[src/rtl/aer_spike_encoder.sv]
`default_nettype none
// ============================================================================
// Module      : aer_spike_encoder
// Description : Converts axon rising edges into round-robin arbitrated AER
//               words {neuron, timestamp}, buffered in an FWFT FIFO.
//               Optional macro AER_TIMESTAMP_EN enables the timestamp path.
// Revision    : 1.0 - initial release
// ============================================================================
module aer_spike_encoder #(
  parameter int N_NEURONS  = 8,
  parameter int ADDR_W     = 3,
  parameter int FIFO_DEPTH = 8,
  parameter int TS_W       = 8
) (
  input  logic                          clk,
  input  logic                          rst,
  input  logic [N_NEURONS-1:0]          axon_in,
  output logic                          aer_valid,
  input  logic                          aer_ready,
  output logic [ADDR_W-1:0]             aer_addr,
  output logic [TS_W-1:0]               aer_ts,
  output logic [$clog2(FIFO_DEPTH):0]   fifo_count,
  output logic                          overflow,
  input  logic                          clr_ovf
);

  localparam int PTR_W = $clog2(FIFO_DEPTH);
  localparam int CNT_W = PTR_W + 1;

  logic [N_NEURONS-1:0] axon_prev;
  logic [N_NEURONS-1:0] pending;
  logic [N_NEURONS-1:0] rise;
  logic [N_NEURONS-1:0] req;
  logic [N_NEURONS-1:0] sel;
  logic [N_NEURONS-1:0] grant_onehot;
  logic [ADDR_W-1:0]    rr_ptr;
  logic [ADDR_W-1:0]    grant_idx;
  logic                 found;
  logic                 grant;
  logic                 push_ok;
  logic                 pop;
  logic [PTR_W-1:0]     wr_ptr;
  logic [PTR_W-1:0]     rd_ptr;
  logic [ADDR_W-1:0]    addr_mem [FIFO_DEPTH];

  assign rise      = axon_in & ~axon_prev;
  assign req       = pending | rise;
  assign aer_valid = (fifo_count != '0);
  assign pop       = aer_valid & aer_ready;
  assign push_ok   = (fifo_count < CNT_W'(FIFO_DEPTH)) | pop;

  // Round robin: first pass covers indices above the pointer, second wraps to
  // the pointer itself, so the search order is rr+1 .. N-1, 0 .. rr.
  always_comb begin
    found     = 1'b0;
    grant_idx = '0;
    sel       = '0;
    for (int i = 0; i < N_NEURONS; i++) begin
      if (!found && req[i] && (ADDR_W'(i) > rr_ptr)) begin
        found     = 1'b1;
        grant_idx = ADDR_W'(i);
        sel[i]    = 1'b1;
      end
    end
    for (int i = 0; i < N_NEURONS; i++) begin
      if (!found && req[i] && (ADDR_W'(i) <= rr_ptr)) begin
        found     = 1'b1;
        grant_idx = ADDR_W'(i);
        sel[i]    = 1'b1;
      end
    end
  end

  assign grant        = found & push_ok;
  assign grant_onehot = grant ? sel : '0;

  always_ff @(posedge clk) begin
    if (rst) begin
      axon_prev  <= '0;
      pending    <= '0;
      rr_ptr     <= ADDR_W'(N_NEURONS - 1);
      wr_ptr     <= '0;
      rd_ptr     <= '0;
      fifo_count <= '0;
      overflow   <= 1'b0;
    end else begin
      axon_prev <= axon_in;
      pending   <= req & ~grant_onehot;
      if (grant) begin
        rr_ptr <= grant_idx;
        wr_ptr <= wr_ptr + 1'b1;
      end
      if (pop) begin
        rd_ptr <= rd_ptr + 1'b1;
      end
      case ({grant, pop})
        2'b10:   fifo_count <= fifo_count + 1'b1;
        2'b01:   fifo_count <= fifo_count - 1'b1;
        default: fifo_count <= fifo_count;
      endcase
      // A rise on an already-pending neuron is merged away; that loss is sticky.
      if (|(rise & pending)) begin
        overflow <= 1'b1;
      end else if (clr_ovf) begin
        overflow <= 1'b0;
      end
    end
  end

  always_ff @(posedge clk) begin
    if (grant) begin
      addr_mem[wr_ptr] <= grant_idx;
    end
  end

  assign aer_addr = aer_valid ? addr_mem[rd_ptr] : '0;

`ifdef AER_TIMESTAMP_EN
  logic [TS_W-1:0] ts_cnt;
  logic [TS_W-1:0] ts_mem [FIFO_DEPTH];

  always_ff @(posedge clk) begin
    if (rst) begin
      ts_cnt <= '0;
    end else begin
      ts_cnt <= ts_cnt + 1'b1;
    end
  end

  always_ff @(posedge clk) begin
    if (grant) begin
      ts_mem[wr_ptr] <= ts_cnt;
    end
  end

  assign aer_ts = aer_valid ? ts_mem[rd_ptr] : '0;
`else
  assign aer_ts = '0;
`endif

endmodule
`default_nettype wire

[config.mk]
export PLATFORM = sky130hd
export DESIGN_NAME = aer_spike_encoder
export DESIGN_NICKNAME = d
export VERILOG_FILES = /design/src/rtl/aer_spike_encoder.sv
export SDC_FILE = /design/constraint.sdc
export NUM_CORES = 1
export LEC_CHECK = 0
export CAP_MARGIN = 10
export CORE_MARGIN = 4
export CORE_UTILIZATION = 51
export DETAILED_ROUTE_END_ITERATION = 10
export PLACE_DENSITY = 0.76
export SLEW_MARGIN = 20
export SYNTH_ARGS = -nofsm -noshare
export SYNTH_HDL_FRONTEND = slang
export SYNTH_SLANG_ARGS = --single-unit
[constraint.sdc]
create_clock -name clk -period 3.2 [get_ports clk]
set_input_delay 0.64 -clock clk [delete_from_list [all_inputs] [get_ports clk]]
set_output_delay 0.64 -clock clk [all_outputs]
set_load 0.005 [all_outputs]
==> run summary <==
STATUS
-------------------------------------------------------------------------------------------------
Result of the run                                                                    finished, final reports clean

DRT
-------------------------------------------------------------------------------------------------
Top metal layer carrying routed signals                                                      met4
Routed metal-1 wire length                                                                2.82 mm
Residual antenna-violating net count after detailed routing                                     0
Detail-routed net length per standard cell                                                15.7 um
Drt first pass iters                                                                            4
Remaining design rule violation count                                                           0
Per-cell via count in the routed design                                                      5.52
Total routed wirelength                                                                   6.15 mm
Drt initial violations                                                                        140
Routed vias                                                                                  2157
Met3 layer wire length in the routed design                                                281 um
DR WL met2                                                                                2.95 mm

GRT
-------------------------------------------------------------------------------------------------
Wire length of the first global-routing pass                                              10.1 mm
Global router's overall resource usage                                                      0.183
Via count of the first global-routing pass                                                   2072
GRT overflow                                                                                    0
Maximum number of pins on one net before global-route repair                                   29
Initial antenna violation count                                                                 0

STA
-------------------------------------------------------------------------------------------------
Max-Slew Margin vs Limit                                                                    0.622
Maximum clock frequency                                                                 0.321 GHz
Post-route minimum period                                                                 3110 ps
Total negative slack for setup checks                                                        0 ps
Clock skew after layout                                                                   4.55 ps
Final critical-path share of the clock period                                               0.973
Setup-violating endpoint count in the final report                                              0
Transition time at the pin with the least slew margin                                      566 ps
PnR worst setup slack                                                                     86.9 ps
Number of max-slew violations in the final report                                               0
Final Hold Viols                                                                                0

SYNTH
-------------------------------------------------------------------------------------------------
Number of distinct library cell variants in the gate-level netlist after synthesis             66
Synth Area in Adders                                                                       0.0217
Combined area of all synthesized cells                                                  2890 um^2
Compound-Gate Fraction of Synth Area                                                        0.168
Dominant combinational cell family by area after synthesis                           simple AND/OR/NAND/NOR gates
Number of flops mapped to enable cells by yosys                                                24
Gate count after technology mapping                                                           258
Share of synthesized area occupied by flip-flops and latches                                0.478
Count of synthesis-stage warnings from yosys                                                    0
Share of async-settable or async-resettable flops after synthesis                               0
Xor/xnor share of the synthesized area                                                     0.0182
Portion of netlist area occupied by mux cells                                              0.0711
Avg Cell Area, Syn                                                                      11.2 um^2
Simple-gate portion of the synthesized area                                                 0.195
Commonest register cell after synthesis                                              sky130_fd_sc_hd__dfxtp_1
Total of flip-flops plus latches after synthesis                                               57

POWER AND IR DROP
-------------------------------------------------------------------------------------------------
Power Density                                                                         827 nW/um^2
Leakage Power                                                                          0.00136 uW
Worst vdd rail ir drop                                                                 0.000498 V

LAYOUT
-------------------------------------------------------------------------------------------------
Number of antenna repair diodes                                                                 0
Synth-to-layout area growth                                                                 24.5%
Most frequent standard cell in the layout excluding fill and tap cells               sky130_fd_sc_hd__buf_4
Highest-count cells in the layout ignoring fill and taps                             36 x sky130_fd_sc_hd__buf_4, 33 x sky130_fd_sc_hd__dfxtp_1, 27 x sky130_fd_sc_hd__nor2_1, 24 x sky130_fd_sc_hd__edfxtp_1, 20 x sky130_fd_sc_hd__clkdlybuf4s50_1
Layout cells sized above 1                                                                  0.292
Nets                                                                                          331
Fraction of the core area covered by cells at the end of the flow                           0.653
Finished Cell Area                                                                      3590 um^2

FLOORPLANNING
-------------------------------------------------------------------------------------------------
Core outline area                                                                       5510 um^2
Starting utilization of the core area                                                       0.524
Cell row count                                                                                 27
Die W                                                                                     83.3 um
Area enclosed by the die boundary                                                       6930 um^2
Die Height                                                                                83.3 um
Boundary Pins                                                                                  29

CLOCKING
-------------------------------------------------------------------------------------------------
Library cell used as clock root buffer                                               sky130_fd_sc_hd__clkbuf_8
CTS hold repair buffers                                                                         0
Clk pin slew, worst setup/hold paths                                                        70 ps
Num Clock Sinks                                                                                57
Number of buffers between clock root and the deepest sink                                       2
Number of buffers added by the clock tree synthesis step                                        9
CTS tree                                                                                    built
Clock latency at the later pin of the worst-skew pair                                      330 ps
Htree depth                                                                                     3

WORST SETUP PATH
-------------------------------------------------------------------------------------------------
Cell-by-cell listing of the critical path                                            clkdlybuf4s50_1 > nor2b_4 > nor2_2 > o311ai_4 > nor3_4 > a41oi_4 > clkinv_2 > ha_2 > xor2_2 > ha_2 > a21oi_2 > xor2_1 > or3_1 > a21oi_2
Crit-path max FO                                                                                4
CP delay by family, top                                                              compound AO/OA/AOI/OAI gates
Critical-path top delay cell                                                         sky130_fd_sc_hd__clkdlybuf4s50_1
Data arrival time of the critical path                                                    3380 ps
Critical path depth                                                                            14
Required time of the worst setup path                                                     3470 ps
Setup slack of the most critical reg-to-reg path                                           330 ps
Nature of the critical path startpoint                                               primary input
Worst r2r path cells                                                                           13
Total buffers and inverters traversed by the critical path                                      2
Worst R2R End                                                                        fifo_count[2]$_SDFFE_PP0P_
Critical path type                                                                      in -> reg
Largest incremental delay on the critical path                                             470 ps
CP Capture Type                                                                         flip-flop
Launch instance of the worst register-to-register path                               rr_ptr[2]$_SDFFE_PP1P_

HOLD PATH
-------------------------------------------------------------------------------------------------
HP Class                                                                               reg -> reg
Hold Crit Start                                                                      rd_ptr[1]$_SDFFE_PP0P_
Hold path depth                                                                                 2

FLOW RUN
-------------------------------------------------------------------------------------------------
Number of max-capacitance violations reported                                                   0

PLACEMENT
-------------------------------------------------------------------------------------------------
Cell area after placement                                                               3340 um^2
Worst slack, placed                                                                       -377 ps
Port-buffer cells                                                                              20
HPWL after detailed placement                                                             4.38 mm
Global placement routability congestion                                                     0.932

[synthesized netlist by cell type (all sizes together) (3+ instances only)]
library cell / count / area [um^2]
a211oi: 7 / 77.6
a21oi: 10 / 53.8
a22oi: 3 / 27.5
a31oi: 3 / 18.8
buf: 15 / 104
clkbuf: 3 / 11.3
dfxtp: 33 / 661
edfxtp: 24 / 721
ha: 5 / 62.6
inv: 4 / 15.0
mux2i: 7 / 70.1
mux4: 6 / 135
nand2: 12 / 45.0
nor2: 28 / 108
nor2b: 20 / 135
nor3: 9 / 66.3
nor4: 7 / 50.1
o21ai: 10 / 50.0
or2: 3 / 18.8
or3: 3 / 18.8
xor2: 4 / 35.0
[per-layer routing]
metal,vias up,global-route usage
met5,-,0
met4,0,0.0847
met3,11,0.0446
met2,53,0.296
met1,1034,0.231
li1,1059,-
[area by class of cell]
type | instances | area, um^2
clock buffer | 9 | 124
clock inverter | 7 | 70.1
fill | 429 | 1910
inverter | 5 | 20.0
multi-input combinational | 185 | 1440
sequential | 57 | 1380
tap | 72 | 90.1
timing repair buffer | 56 | 470
[report_power, final]
part	total (uW)	internal (uW)	switching, uW	leakage [uW]
sequential	1180	995	184	0.000495
clock	654	357	296	0.0000893
combinational	1140	580	562	0.000774
total	2970	1930	1040	0.00136
[cell families after synthesis]
logic type,after synthesis
muxes,13
adders and majority gates,5
AOI/OAI and AO/OA,56
other,1
xor gates and xnor gates,6
buffers and inverters,23
and+or+nand+nor,97
DFF,57
[repair_timing]
action | 4_1_cts | 5_1_grt
pin swaps | 1 | 6
resized for setup | 0 | 10
endpoints found under the setup margin | 1 | 2
buffers inserted | 1 | 1
[registers in the layout (all words and copies together) (netlist names), named ones only]
signal / cells
overflow: 1
rd_ptr: 3
axon_prev: 8
rr_ptr: 3
fifo_count: 4
addr_mem: 24
pending: 8
wr_ptr: 3
[worst min-delay path: stages (launching register included)]
cell and delay [ps]:
sky130_fd_sc_hd__dfxtp_1 330, sky130_fd_sc_hd__mux2i_1 70, sky130_fd_sc_hd__nor2_1 110
[worst max path at each step]
stage                from                    endpoint  slack, ps
5_1_grt        axon_in[1]  fifo_count[2]$_SDFFE_PP0P_        -30
2_1_floorplan  axon_in[3]  fifo_count[2]$_SDFFE_PP0P_         90
6_report       axon_in[3]  fifo_count[2]$_SDFFE_PP0P_         90
4_1_cts        axon_in[1]  fifo_count[2]$_SDFFE_PP0P_          1
3_3_place_gp   axon_in[1]  fifo_count[2]$_SDFFE_PP0P_       -250
3_5_place_dp   axon_in[1]  fifo_count[2]$_SDFFE_PP0P_       -380
[stage by stage]
stage | total power, uW | cells | hold slack (ps)
6_report | 2970 | 391 | 557
2_1_floorplan | 1850 | 265 | 485
3_5_place_dp | 2300 | 373 | 548
5_1_grt | 3160 | 391 | 580
3_3_place_gp | 2270 | 373 | 507
4_1_cts | 2970 | 390 | 557
Power figures use the tool's default switching activity.
